<file path="src/rtl/wave_sequencer.sv">
// Waveform sequencer: selects one of four generators, ticks it from a programmable divider,
// scales its output about midscale, and only switches generators at a midscale crossing.
module wave_sequencer #(
    parameter int DATA_W         = 8,
    parameter int MID            = 127,
    parameter int SWITCH_TIMEOUT = 512
) (
    input  logic                  clk,
    input  logic                  rst,
    input  logic                  cmd_valid,
    output logic                  cmd_ready,
    input  logic                  cmd_op,
    input  logic [1:0]            cmd_sel,
    input  logic [7:0]            cmd_div,
    input  logic [1:0]            cmd_amp,
    input  logic [4*DATA_W-1:0]   wave_in,
    output logic [3:0]            gen_en,
    output logic [3:0]            gen_rst,
    output logic [DATA_W-1:0]     wave_out,
    output logic [1:0]            cur_sel,
    output logic                  busy,
    output logic [1:0]            dbg_state
);

    // Command handshake: a command transfers on a rising edge where cmd_valid and
    // cmd_ready are both high; the requester holds cmd_valid and its fields until then.

    localparam int TO_W = (SWITCH_TIMEOUT > 2) ? $clog2(SWITCH_TIMEOUT) : 1;
    localparam logic [TO_W-1:0]   TO_LAST = TO_W'(SWITCH_TIMEOUT - 1);
    localparam logic [DATA_W-1:0] MID_V   = DATA_W'(MID);

    typedef enum logic [1:0] {
        S_IDLE  = 2'd0,
        S_LOAD  = 2'd1,
        S_RUN   = 2'd2,
        S_DRAIN = 2'd3
    } state_t;

    state_t              r_state;
    logic [1:0]          r_cur_sel;
    logic [7:0]          r_div;
    logic [1:0]          r_amp;
    logic                r_pend_stop;
    logic [1:0]          r_pend_sel;
    logic [7:0]          r_pend_div;
    logic [1:0]          r_pend_amp;
    logic [7:0]          r_tick_cnt;
    logic [TO_W-1:0]     r_to_cnt;
    logic [DATA_W-1:0]   r_wave_out;
    logic [3:0]          r_gen_en;
    logic [3:0]          r_gen_rst;
    logic                r_cmd_ready;
    logic                r_busy;

    logic [DATA_W-1:0]        w_sel_wave;
    logic signed [DATA_W:0]   w_diff;
    logic signed [DATA_W:0]   w_shifted;
    logic signed [DATA_W:0]   w_sum;
    logic [DATA_W-1:0]        w_scaled;
    logic                     w_tick_hit;
    logic                     w_accept;
    logic                     w_same_sel;
    logic [3:0]               w_onehot_cur;
    logic                     w_drain_exit;

    assign w_sel_wave = wave_in[32'(r_cur_sel)*DATA_W +: DATA_W];

    // Scale the signed excursion from midscale; |d| <= 128 keeps the sum inside 0..255.
    assign w_diff    = $signed({1'b0, w_sel_wave}) - $signed({1'b0, MID_V});
    assign w_shifted = w_diff >>> r_amp;
    assign w_sum     = $signed({1'b0, MID_V}) + w_shifted;
    assign w_scaled  = w_sum[DATA_W-1:0];

    assign w_tick_hit   = (r_tick_cnt == r_div);
    assign w_accept     = cmd_valid && r_cmd_ready;
    assign w_same_sel   = !cmd_op && (cmd_sel == r_cur_sel);
    assign w_onehot_cur = 4'b0001 << r_cur_sel;
    assign w_drain_exit = (w_sel_wave == MID_V) || (r_to_cnt == TO_LAST);

    always_ff @(posedge clk) begin
        if (!rst) begin
            r_state     <= S_IDLE;
            r_cur_sel   <= 2'd0;
            r_div       <= 8'd0;
            r_amp       <= 2'd0;
            r_pend_stop <= 1'b0;
            r_pend_sel  <= 2'd0;
            r_pend_div  <= 8'd0;
            r_pend_amp  <= 2'd0;
            r_tick_cnt  <= 8'd0;
            r_to_cnt    <= '0;
            r_wave_out  <= MID_V;
            r_gen_en    <= 4'b0000;
            r_gen_rst   <= 4'b1111;
            r_cmd_ready <= 1'b1;
            r_busy      <= 1'b0;
        end else begin
            case (r_state)
                S_IDLE: begin
                    r_wave_out <= MID_V;
                    r_gen_en   <= 4'b0000;
                    r_gen_rst  <= 4'b1111;
                    if (w_accept && !cmd_op) begin
                        r_pend_stop <= 1'b0;
                        r_pend_sel  <= cmd_sel;
                        r_pend_div  <= cmd_div;
                        r_pend_amp  <= cmd_amp;
                        r_state     <= S_LOAD;
                        r_cmd_ready <= 1'b0;
                        r_busy      <= 1'b1;
                    end
                end

                S_LOAD: begin
                    r_cur_sel   <= r_pend_sel;
                    r_div       <= r_pend_div;
                    r_amp       <= r_pend_amp;
                    r_tick_cnt  <= 8'd0;
                    r_gen_en    <= 4'b0000;
                    r_gen_rst   <= ~(4'b0001 << r_pend_sel);
                    r_cmd_ready <= 1'b1;
                    r_busy      <= 1'b0;
                    r_state     <= S_RUN;
                end

                S_RUN, S_DRAIN: begin
                    r_wave_out <= w_scaled;
                    r_gen_en   <= w_tick_hit ? w_onehot_cur : 4'b0000;
                    r_tick_cnt <= w_tick_hit ? 8'd0 : r_tick_cnt + 8'd1;
                    if (r_state == S_RUN) begin
                        if (w_accept) begin
                            if (w_same_sel) begin
                                r_div      <= cmd_div;
                                r_amp      <= cmd_amp;
                                r_tick_cnt <= 8'd0;
                            end else begin
                                r_pend_stop <= cmd_op;
                                r_pend_sel  <= cmd_sel;
                                r_pend_div  <= cmd_div;
                                r_pend_amp  <= cmd_amp;
                                r_to_cnt    <= '0;
                                r_state     <= S_DRAIN;
                                r_cmd_ready <= 1'b0;
                                r_busy      <= 1'b1;
                            end
                        end
                    end else if (w_drain_exit) begin
                        // Leaving the generator: suppress the tick so gen_en stays inside RUN/DRAIN.
                        r_gen_en  <= 4'b0000;
                        r_gen_rst <= 4'b1111;
                        r_to_cnt  <= '0;
                        if (r_pend_stop) begin
                            r_state     <= S_IDLE;
                            r_wave_out  <= MID_V;
                            r_cmd_ready <= 1'b1;
                            r_busy      <= 1'b0;
                        end else begin
                            r_state <= S_LOAD;
                        end
                    end else begin
                        r_to_cnt <= r_to_cnt + TO_W'(1);
                    end
                end

                default: begin
                    r_state <= S_IDLE;
                end
            endcase
        end
    end

    assign cmd_ready = r_cmd_ready;
    assign gen_en    = r_gen_en;
    assign gen_rst   = r_gen_rst;
    assign wave_out  = r_wave_out;
    assign cur_sel   = r_cur_sel;
    assign busy      = r_busy;
    assign dbg_state = r_state;

endmodule

</file>
<file path="config.mk">
export PLATFORM = sky130hd
export DESIGN_NAME = wave_sequencer
export DESIGN_NICKNAME = d
export VERILOG_FILES = /design/src/rtl/wave_sequencer.sv
export SDC_FILE = /design/constraint.sdc
export NUM_CORES = 1
export LEC_CHECK = 0
export CAP_MARGIN = 20
export CORE_MARGIN = 4
export CORE_UTILIZATION = 54
export CTS_BUF_LIST = sky130_fd_sc_hd__clkbuf_8
export DETAILED_ROUTE_END_ITERATION = 7
export PLACE_DENSITY = 0.9
export SKIP_CTS_REPAIR_TIMING = 1
export SLEW_MARGIN = 20
export SYNTH_ARGS = -nofsm -noshare
export SYNTH_HDL_FRONTEND = slang
export SYNTH_SLANG_ARGS = --single-unit
</file>
<file path="constraint.sdc">
create_clock -name clk -period 3.2 [get_ports clk]
set_clock_uncertainty 0.15 [all_clocks]
set_input_delay 0.32 -clock clk [delete_from_list [all_inputs] [get_ports clk]]
set_output_delay 0.32 -clock clk [all_outputs]
set_load 0.02 [all_outputs]
</file>
=== After elaboration in Yosys (flattened, before gate mapping) ===
Cells that the tools add are included.

* Flip-flop bits (word level): 62
* Word-level logic and storage cells: 128
* Output and inout bits: 22
* Input bits: 48

* $add $sub $neg: 4
* Bitwise logic cells: 1
* Multiplexer cells: 68
* Equal/unequal tests: 20
* Shift operators: 4
* Reductions and logical operators: 16

{| class="wikitable"
|+ Operators with widths
! kind !! count
|-
| $mux W8 || 14
|-
| $pmux W8 S2 || 4
|-
| $mux W9 || 4
|-
| $mux W2 || 16
|-
| $shiftx A32 B6 Y8 || 1
|-
| $mux W4 || 5
|-
| $ne A2 B2 Y1 const B || 9
|-
| $mux W1 || 16
|-
| $ne A3 B3 Y1 const B || 4
|-
| $pmux W2 S2 || 3
|-
| $pmux W4 S3 || 1
|-
| $reduce_and A5 Y1 || 2
|-
| $add A9 B1 Y9 const B || 1
|-
| $eq A9 B9 Y1 const B || 1
|-
| $sshr A9 B2 Y8 || 1
|-
| $sub A8 B7 Y9 const B || 1
|-
| $add A8 B1 Y8 const B || 1
|-
| $add A8 B8 Y8 const A || 1
|-
| $eq A8 B7 Y1 const B || 1
|-
| $eq A8 B8 Y1 || 1
|-
| $pmux W4 S2 || 1
|-
| $reduce_and A4 Y1 || 2
|-
| $shl A1 B2 Y4 const A || 2
|-
| $pmux W1 S3 || 2
|-
| other kinds (14) || 19
|}

=== Depth between registers and ports, before layout ===
Gate-level depths: netlist (run 1).

* Depth after elaboration: 8
* Depth in mapped cells: 11
* Depth with buffers taken out: 10

=== Worst setup path after synthesis (run 1) ===
No wires, ideal clock.

* Kind: register to register
* From: register r_cur_sel[0] (netlist: cur_sel[0])
* To: register r_wave_out[6] (netlist: wave_out[6])
* Setup slack: 0.092 ns
* Cell stages (with the launch flop): 12
* Clock period less this slack: 3.108 ns
* Setup time: 0.086 ns
* Data required time: 2.964 ns
* Data arrival time: 2.872 ns
* Buffers on the path: 1
* Path through: dfxtp_1 buf_6 mux4_2 ha_1 a31o_2 nand2_1 o22ai_1 a221oi_2 ha_1 nand2_1 o311a_1 a211oi_1

* Word-level cells in the longest chain between the ends: 8
* Elaborated cells between the ends (all ways): 10
* Classes of those cells: 2 x add/sub; 1 x eq/ne; 2 x shift; 4 x mux; 1 x reduce/logical

{| class="wikitable"
|+ RTL lines
! what !! line !! source
|-
| from (decl) || 40 || <nowiki>logic [1:0] r_cur_sel;</nowiki>
|-
| from (signal assigned) || 115 || <nowiki>r_cur_sel <= r_pend_sel;</nowiki>
|-
| $shiftx A32 B6 Y8 * || 66 || <nowiki>assign w_sel_wave = wave_in[32'(r_cur_sel)*DATA_W +: DATA_W];</nowiki>
|-
| $sub A8 B7 Y9 || 69 || <nowiki>assign w_diff = $signed({1'b0, w_sel_wave}) - $signed({1'b0, MID_V});</nowiki>
|-
| $sshr A9 B2 Y8 || 70 || <nowiki>assign w_shifted = w_diff >>> r_amp;</nowiki>
|-
| $add A8 B8 Y8 || 71 || <nowiki>assign w_sum = $signed({1'b0, MID_V}) + w_shifted;</nowiki>
|-
| $mux W8 || 152 || <nowiki>if (r_pend_stop) begin</nowiki>
|-
| $mux W8 || 147 || <nowiki>end else if (w_drain_exit) begin</nowiki>
|-
| $mux W8 * || 130 || <nowiki>if (r_state == S_RUN) begin</nowiki>
|-
| $pmux W8 S2 * || 98 || <nowiki>case (r_state)</nowiki>
|-
| to (signal assigned) || 127 || <nowiki>r_wave_out <= w_scaled;</nowiki>
|-
| to (decl) || 49 || <nowiki>logic [DATA_W-1:0] r_wave_out;</nowiki>
|}

Mark *: on every way between the ends. The rest lies on a longest branch, timed or not.
A chain may end at the register's enable or synchronous reset.

=== Worst setup path in the final report (run 1) ===
* From: register r_cur_sel[0] (netlist: cur_sel[0])
* To: register r_wave_out[7] (netlist: wave_out[7])

Same word-level chain as after synthesis.

==> flow_metrics.env, run 1 <==
export IMPL_chipWidth_um=89.7
export IMPL_grt_antenna_before_repair=0
export IMPL_muxShareOfSynthArea=0.128
export IMPL_drc=0
export IMPL_start_util=0.562
export IMPL_synth_compound_area_frac=0.146
export IMPL_fp_dieH_um=89.7
export IMPL_diodes=0
export IMPL_slew_headroom=0.646
export IMPL_synthToLayoutAreaGrowth_pct=29.7
export IMPL_grt_pass1_vias=3522
export IMPL_wl_per_cell_um=17.3
export IMPL_power_density_nw_per_um2=744
export IMPL_clock_sinks=62
export IMPL_netlist_instances=416
export IMPL_final_nets=561
export IMPL_slew_viol_final=0
export IMPL_wl_mm=10.1
export IMPL_h_tree_depth=3
export IMPL_syn_avg_cell_area_um2=8.67
export IMPL_std_cell_rows=29
export IMPL_setup_slack_ns=0.0870
export IMPL_clock_latency_ns=0.34
export IMPL_yosys_top_cells_count="nor2_1, dfxtp_1, nand2_1"
export IMPL_io_buffers=69
export IMPL_grt_overflow=0
export IMPL_rsz0062_at_grt="no"
export IMPL_grt_max_degree=33
export IMPL_place_hpwl_mm=7.46
export IMPL_setup_violations=0
export IMPL_hold_violations=0
export IMPL_grt_pass1_wl_mm=16.7
export IMPL_synthArstFlopShare=0
export IMPL_required_ns=3.33
export IMPL_drive_gt1_frac=0.141
export IMPL_drt_iter0_markers=323
export IMPL_postSynthNetCount=477
export IMPL_synthSimpleGateAreaFrac=0.231
export IMPL_ys_types=56
export IMPL_dr_pass1_iters=5
export IMPL_synth_main_ff_cell="dfxtp_1"
export IMPL_cp_data_arrival_time_ns=3.25
export IMPL_yosysMostFrequentCell="nor2_1"
export IMPL_finalWeightedCongestion=0.903
export IMPL_synthAdderAreaFrac=0.0451
export IMPL_worst_pin_slew_ns=0.527
export IMPL_place_ws_ns=-0.0536
export IMPL_drtAntennaViolNets=0
export IMPL_cts_clk_slew_worst_paths_ns=0.07
export IMPL_cts_tree="done"
export IMPL_ys_warn_count=0
export IMPL_synthTopCellsByArea="dfxtp_1, nor2_1, mux4_2"
export IMPL_critPathMaxFanout=7
export IMPL_cellLeakagePower_nw=1.72
export IMPL_clk_root_buffer_cell="clkbuf_8"
export IMPL_synth_edf_count=0
export IMPL_period_minus_slack_ns=3.11
export IMPL_io_pin_count=70
export IMPL_ir_worst_vdd_mv=0.621
export IMPL_core_area_um2=6420
export IMPL_synth_area_um2=3610
export IMPL_critPathKind="reg -> reg"
export IMPL_postLayoutCoreUtil=0.729
export IMPL_critPathLaunchType="register"
export IMPL_outcome="finished clean"
export IMPL_viasPerCell=6.05
export IMPL_fmax_mhz=321
export IMPL_clockBufferDepth=2
export IMPL_gr_usage_all_layers=0.248
export IMPL_yosysTopAreaCell="dfxtp_1"
export IMPL_cts_made_buffers=9
export IMPL_ys_ff_latch=62
export IMPL_yosysTopAreaCellShare=0.344
export IMPL_dieArea_um2=8050
export IMPL_cap_violations=0
export IMPL_period_share=0.973
export IMPL_hp_class="reg -> reg"
export IMPL_synth_top_family_by_area="simple AND/OR/NAND/NOR gates"
export IMPL_crit_path_end_kind="register"
export IMPL_synth_xor_area_frac=0.0697
export IMPL_vias=3521
export IMPL_ys_seq_area_frac=0.344
==> cell families (layout without fill, tap and decap cells) <==
group	count (synthesis)	count (layout)
AND/OR/NAND/NOR	175	175
AO/OA/AOI/OAI	78	78
flip-flops	62	62
multiplexers	32	32
buffers and inverters	29	118
XOR/XNOR	27	27
adder cells (fa/ha/maj)	13	13
==> layout by cell type (no fill, tap or decap), drive strengths merged, types with 2 or more instances in the layout <==
master,instances
buf,24
nor2b,3
nand3b,2
a211oi,3
nor4,3
dfxtp,62
nor3,8
xor2,12
a31oi,2
inv,10
or3,5
o21ai,21
mux2i,19
a311oi,11
mux4,11
nor2,70
o21a,2
xnor2,15
ha,13
and3,5
a21boi,2
o22ai,5
nand4,5
mux2,2
nand3,17
nand2,48
o32a,3
clkbuf,11
nand4b,3
clkinv,4
a21oi,20
clkdlybuf4s50,69
==> layout make-up <==
cell class              instances  area, um^2
multi-input cells             325        2250
fillers                       440        1740
flip-flops and latches         62        1240
repair buffers                 93         871
clock buffers                  11         151
well taps                      77        96.3
inverters                       9        33.8
clock inverters                 5        32.5
==> sequential cells by signal, summed over array words and instances, names as in the netlist <==
name	flops
wave_out	8
gen_en	4
r_to_cnt	9
r_tick_cnt	8
r_pend_amp	2
gen_rst	4
cur_sel	2
r_pend_sel	2
r_pend_stop	1
cmd_ready	1
r_pend_div	8
busy	1
dbg_state	2
r_div	8
r_amp	2
==> layer usage <==
metal | vias to the layer above | GRT usage | part of all wire
met5 | - | 0 | 0
met3 | 26 | 0.0376 | 0.067
met1 | 1671 | 0.303 | 0.40
met4 | 0 | 0.0945 | 0.021
li1 | 1657 | - | -
met2 | 167 | 0.440 | 0.51
==> worst paths after layout <==
kind | slack [ns] | endpoint | from | depth (start not counted)
min | 0.33 | r_amp[0] | r_pend_amp[0] | 2
max reg2reg | 0.09 | wave_out[7] | cur_sel[0] | 9
max | 0.09 | wave_out[7] | cur_sel[0] | 9
min reg2reg | 0.33 | r_amp[0] | r_pend_amp[0] | 2
==> power breakdown <==
part	internal (mW)	switching [mW]
registers	0.920	0.139
clock network	0.324	0.332
logic	0.766	1.00
total	2.01	1.47
==> worst max-delay path: stages (launching register included) <==
cell,delay [ns]
dfxtp_2,0.43
buf_4,0.22
mux4_2,0.60
nand4_2,0.14
nor2_1,0.06
mux2i_1,0.29
o22ai_1,0.14
or3_1,0.41
or4_1,0.53
nand3_1,0.09
==> per-stage QoR <==
stage	power, mW	instances	instance area (um^2)	setup TNS [ns]	hold WS, ns
after floorplan	2.24	416	3610	0	0.304
after global placement	2.73	566	4490	0	0.309
after global routing	3.70	582	4680	0	0.350
after detailed placement	2.80	566	4490	-0.0536	0.318
after CTS	3.46	582	4670	0	0.328
final	3.48	582	4680	0	0.327
(Power assumes the default switching activity.)
==> run 2: changes to the inputs <==
--- a/config.mk
+++ b/config.mk
@@ -6,7 +6,7 @@
 export NUM_CORES = 1
 export LEC_CHECK = 0
 export CAP_MARGIN = 20
-export CORE_MARGIN = 4
+export CORE_MARGIN = 1.5
 export CORE_UTILIZATION = 54
 export CTS_BUF_LIST = sky130_fd_sc_hd__clkbuf_8
 export DETAILED_ROUTE_END_ITERATION = 7
==> run 2 against run 1 <==
  * Sequential power hardly changed
  * Critical path depth rose by 1
  * Register-to-register slack improved by 0.07 ns
  * Die area down 11%
  * Critical path type unchanged
  * Sequential share of layout area rose by 0.17 points
  * Clock power shrank 8.5%
==> flow_metrics.env, run 2 (same netlist as run 1, synthesis figures left out) <==
export IMPL_cellLeakagePower_nw=1.71
export IMPL_fp_dieH_um=84.7
export IMPL_chipWidth_um=84.7
export IMPL_crit_top_cell="nand2_1"
export IMPL_met3_length_um=492
export IMPL_fill_cells=450
export IMPL_outcome="finished clean"
export IMPL_drc=0
export IMPL_diodes=0
export IMPL_io_pin_count=70
export IMPL_crit_chain="buf_4 -> mux4_2 -> a31o_2 -> nand2_1 -> o22ai_1 -> a221oi_2 -> ha_1 -> nand2_1 -> o311a_1 -> a211oi_1"
export IMPL_dr_wl_met2_mm=4.73
export IMPL_place_area_um2=4480
export IMPL_power_density_nw_per_um2=739
export IMPL_grt_overflow=0
export IMPL_critPathKind="reg -> reg"
export IMPL_gr_usage_all_layers=0.278
export IMPL_cts_tree="done"
export IMPL_crit_path_end_kind="register"
export IMPL_slowest_delay_ns=0.61
export IMPL_regToRegSetupSlack_ns=0.16
export IMPL_start_util=0.565
export IMPL_design_area_um2=4650
export IMPL_setup_violations=0
export IMPL_clock_sinks=62
export IMPL_worst_pin_slew_ns=0.576
export IMPL_std_cell_rows=29
export IMPL_grt_pass1_vias=3460
export IMPL_period_minus_slack_ns=3.04
export IMPL_largest_reg_flops=9
export IMPL_viasPerCell=5.97
export IMPL_finalWeightedCongestion=0.905
export IMPL_place_hpwl_mm=7.13
export IMPL_rsz0062_at_grt="no"
export IMPL_cp_slowest_cell="mux4_2"
export IMPL_synthToLayoutAreaGrowth_pct=28.9
export IMPL_cap_violations=0
export IMPL_required_ns=3.32
export IMPL_largest_register="r_to_cnt"
export IMPL_io_buffers=69
export IMPL_cts_made_buffers=9
export IMPL_h_tree_depth=3
export IMPL_cp_data_arrival_time_ns=3.17
export IMPL_path_buf_inv=1
export IMPL_fmax_mhz=329
export IMPL_drive_gt1_frac=0.131
export IMPL_crit_family="compound AO/OA/AOI/OAI gates"
export IMPL_dieArea_um2=7180
export IMPL_critPathMaxFanout=7
export IMPL_core_area_um2=6390
export IMPL_holdWs_ns=0.333
export IMPL_wl_mm=9.56
export IMPL_drt_iter0_markers=253
export IMPL_wl_per_cell_um=16.5
export IMPL_cts_clk_slew_worst_paths_ns=0.07
export IMPL_slew_headroom=0.613
export IMPL_vias=3462
export IMPL_ir_worst_vdd_mv=0.582
export IMPL_power_mw=3.44
export IMPL_place_inst=565
export IMPL_dr_pass1_iters=4
export IMPL_wirelength_met1_mm=4.11
export IMPL_postLayoutCoreUtil=0.728
export IMPL_clockBufferDepth=2
export IMPL_layout_common_cells="nor2_1, clkdlybuf4s50_1, dfxtp_1"
export IMPL_critPathLaunchType="register"
export IMPL_drtAntennaViolNets=0
export IMPL_period_share=0.951
export IMPL_hold_violations=0
export IMPL_final_instance_count_excl_fill=580
export IMPL_grt_max_degree=33
export IMPL_final_nets=560
export IMPL_grt_pass1_wl_mm=16.1
export IMPL_grt_antenna_before_repair=0
export IMPL_hp_class="reg -> reg"
export IMPL_slew_viol_final=0
export IMPL_clk_root_buffer_cell="clkbuf_8"
export IMPL_routed_top_layer="met4"
export IMPL_clock_latency_ns=0.35
[run 2: cell count changes in the layout (fill, tap and decap cells not counted)]
| cell | previous run | this run |
|---|---|---|
| clkinv_2 | 3 | 1 |
| clkbuf_8 | 11 | 10 |
| inv_6 | 1 | 0 |
| nor3_1 | 7 | 8 |
| nor3_2 | 1 | 0 |
| buf_4 | 24 | 23 |
| clkinvlp_4 | 0 | 1 |
| inv_1 | 9 | 11 |
[run 2: metal layers]
| metal | up-vias | track usage |
|---|---|---|
| li1 | 1661 | - |
| met1 | 1650 | 0.352 |
| met2 | 122 | 0.467 |
| met3 | 29 | 0.0541 |
| met4 | 0 | 0.111 |
| met5 | - | 0 |
[run 2: power breakdown]
group	switching [mW]	internal, mW	total (mW)
Clock	0.308	0.292	0.600
Sequential	0.137	0.921	1.06
Combinational	1.01	0.768	1.78
Total	1.46	1.98	3.44
[run 2: stage by stage]
stage	setup slack, ns	setup TNS [ns]
2_1_floorplan	0.0921	0
3_3_place_gp	0.0367	0
3_5_place_dp	-0.0667	-0.0667
4_1_cts	0.0180	0
5_1_grt	0.0147	0
6_report	0.156	0
[run 2: worst paths after layout]
check / startpoint / endpoint / cells after the start
setup reg to reg: cur_sel[0] / wave_out[6] / 10
hold / removal: r_pend_div[3] / r_div[3] / 2
setup / recovery: cur_sel[0] / wave_out[6] / 10
hold reg to reg: r_pend_div[3] / r_div[3] / 2
[run 2: area by class of cell]
type                    count  area [um^2]  share of cell area
multi-input cells         325         2250               0.483
well taps                  77         96.3              0.0207
clock buffers              10          138              0.0296
repair buffers             92          863               0.186
inverters                   9         33.8             0.00726
flip-flops and latches     62         1240               0.267
clock inverters             5         28.8             0.00619
[run 2: tightest hold or removal path: stages, from the launching register on]
cell and delay (ns):
dfxtp_1 0.31, nand2_1 0.05, a311oi_1 0.07
==> run 3: changes to the inputs <==
--- a/config.mk
+++ b/config.mk
@@ -7,10 +7,10 @@
 export LEC_CHECK = 0
 export CAP_MARGIN = 20
 export CORE_MARGIN = 1.5
-export CORE_UTILIZATION = 54
+export CORE_UTILIZATION = 35
 export CTS_BUF_LIST = sky130_fd_sc_hd__clkbuf_8
 export DETAILED_ROUTE_END_ITERATION = 7
-export PLACE_DENSITY = 0.9
+export PLACE_DENSITY = 0.65
 export SKIP_CTS_REPAIR_TIMING = 1
 export SLEW_MARGIN = 20
 export SYNTH_ARGS = -nofsm -noshare
==> constraint.sdc (replaced) <==
create_clock -name clk -period 3 [get_ports clk]
set_clock_uncertainty 0.15 [all_clocks]
set_input_delay 0.3 -clock clk [delete_from_list [all_inputs] [get_ports clk]]
set_output_delay 0.3 -clock clk [all_outputs]
set_load 0.02 [all_outputs]
==> run 3 against run 2 <==
  * Clock power is 21% higher
  * Critical endpoint is now wave_out[4]
  * Critical path type unchanged
  * Routed wire length is 2.3% higher
  * Critical path depth is 2 higher
==> flow_metrics.env, run 3 (same netlist as run 1, synthesis figures left out) <==
export IMPL_grt_max_degree=21
export IMPL_wl_mm=9.77
export IMPL_critPathMaxFanout=6
export IMPL_crit_family="compound AO/OA/AOI/OAI gates"
export IMPL_crit_chain="mux4_2 -> ha_4 -> a31o_2 -> nand2_1 -> o22ai_1 -> a221oi_2 -> ha_2 -> buf_4 -> buf_4 -> nand3_1 -> xor2_1 -> o22a_1"
export IMPL_largest_reg_flops=9
export IMPL_diodes=0
export IMPL_cts_tree="done"
export IMPL_cellLeakagePower_nw=1.86
export IMPL_clk_root_buffer_cell="clkbuf_8"
export IMPL_postLayoutCoreUtil=0.510
export IMPL_dr_pass1_iters=4
export IMPL_final_instance_count_excl_fill=661
export IMPL_holdWs_ns=0.325
export IMPL_place_inst=636
export IMPL_layout_common_cells="nor2_1, clkdlybuf4s50_1, dfxtp_1"
export IMPL_power_density_nw_per_um2=780
export IMPL_cp_data_arrival_time_ns=3.02
export IMPL_synthToLayoutAreaGrowth_pct=39.4
export IMPL_clockBufferDepth=2
export IMPL_power_mw=3.92
export IMPL_critPathLaunchType="register"
export IMPL_crit_top_cell="buf_4"
export IMPL_h_tree_depth=3
export IMPL_crit_path_end_kind="register"
export IMPL_dieArea_um2=10900
export IMPL_final_nets=584
export IMPL_std_cell_rows=36
export IMPL_place_hpwl_mm=7.26
export IMPL_slew_headroom=0.643
export IMPL_wl_per_cell_um=14.8
export IMPL_critPathKind="reg -> reg"
export IMPL_start_util=0.366
export IMPL_io_buffers=69
export IMPL_fp_dieH_um=105
export IMPL_cp_slowest_cell="mux4_2"
export IMPL_gr_usage_all_layers=0.180
export IMPL_fmax_mhz=343
export IMPL_viasPerCell=5.20
export IMPL_slew_viol_final=0
export IMPL_vias=3434
export IMPL_worst_pin_slew_ns=0.536
export IMPL_grt_pass1_wl_mm=15.8
export IMPL_fill_cells=899
export IMPL_largest_register="r_to_cnt"
export IMPL_hp_class="reg -> reg"
export IMPL_slowest_delay_ns=0.58
export IMPL_hold_violations=0
export IMPL_io_pin_count=70
export IMPL_drtAntennaViolNets=0
export IMPL_drc=0
export IMPL_rsz0062_at_grt="yes"
export IMPL_ir_worst_vdd_mv=0.263
export IMPL_period_minus_slack_ns=2.92
export IMPL_required_ns=3.10
export IMPL_core_area_um2=9860
export IMPL_grt_antenna_before_repair=0
export IMPL_period_share=0.973
export IMPL_cts_clk_slew_worst_paths_ns=0.08
export IMPL_chipWidth_um=105
export IMPL_drive_gt1_frac=0.186
export IMPL_drt_iter0_markers=134
export IMPL_clock_sinks=62
export IMPL_grt_overflow=0
export IMPL_outcome="finished clean"
export IMPL_cap_violations=0
export IMPL_clock_latency_ns=0.35
export IMPL_setup_violations=0
export IMPL_path_buf_inv=2
export IMPL_grt_pass1_vias=3249
export IMPL_regToRegSetupSlack_ns=0.08
export IMPL_finalWeightedCongestion=0.835
export IMPL_cts_made_buffers=9
[run 3: routing by layer]
layer  global-route usage  routed length (um)  vias to the layer above
li1                     -                   -                     1703
met1                0.224                4490                     1628
met2                0.298                4620                       92
met3               0.0474                 512                       11
met4               0.0645                 148                        0
met5                    0                   0                        -
[run 3: final timing paths]
kind | start | endpoint | depth (start not counted)
setup / recovery | cur_sel[0] | wave_out[4] | 12
hold / removal | r_pend_div[2] | r_div[2] | 2
setup reg to reg | cur_sel[0] | wave_out[4] | 12
hold reg to reg | r_pend_div[2] | r_div[2] | 2
[run 3: power by group]
group | internal (mW) | switching, mW
combinational | 0.955 | 1.11
clock | 0.379 | 0.349
sequential | 0.982 | 0.146
total | 2.32 | 1.61
[run 3: worst reg2reg max path, cell delays in order, from the launching register on]
cell and delay [ns]:
dfxtp_4 0.41, mux4_2 0.59, ha_4 0.21, a31o_2 0.21
nand2_1 0.08, o22ai_1 0.10, a221oi_2 0.26, ha_2 0.25
buf_4 0.10, buf_4 0.10, nand3_1 0.08, xor2_1 0.15
o22a_1 0.15
[run 3: per-stage QoR]
stage          setup slack (ns)  TNS, ns  area (um^2)
2_1_floorplan            0.0233        0         3610
3_3_place_gp             -0.144   -0.407         4680
3_5_place_dp             -0.205   -0.708         4680
4_1_cts                 0.00108        0         4870
5_1_grt                 -0.0381   -0.109         5030
6_report                 0.0812        0         5030
[run 3: final cells by class]
type	instances	area [um^2]	area share
clock buffers	9	124	0.0246
inverters	9	33.8	0.00672
flip-flops and latches	62	1250	0.248
repair buffers	116	1070	0.212
well taps	133	166	0.0331
multi-input cells	325	2320	0.462
clock inverters	7	66.3	0.0132
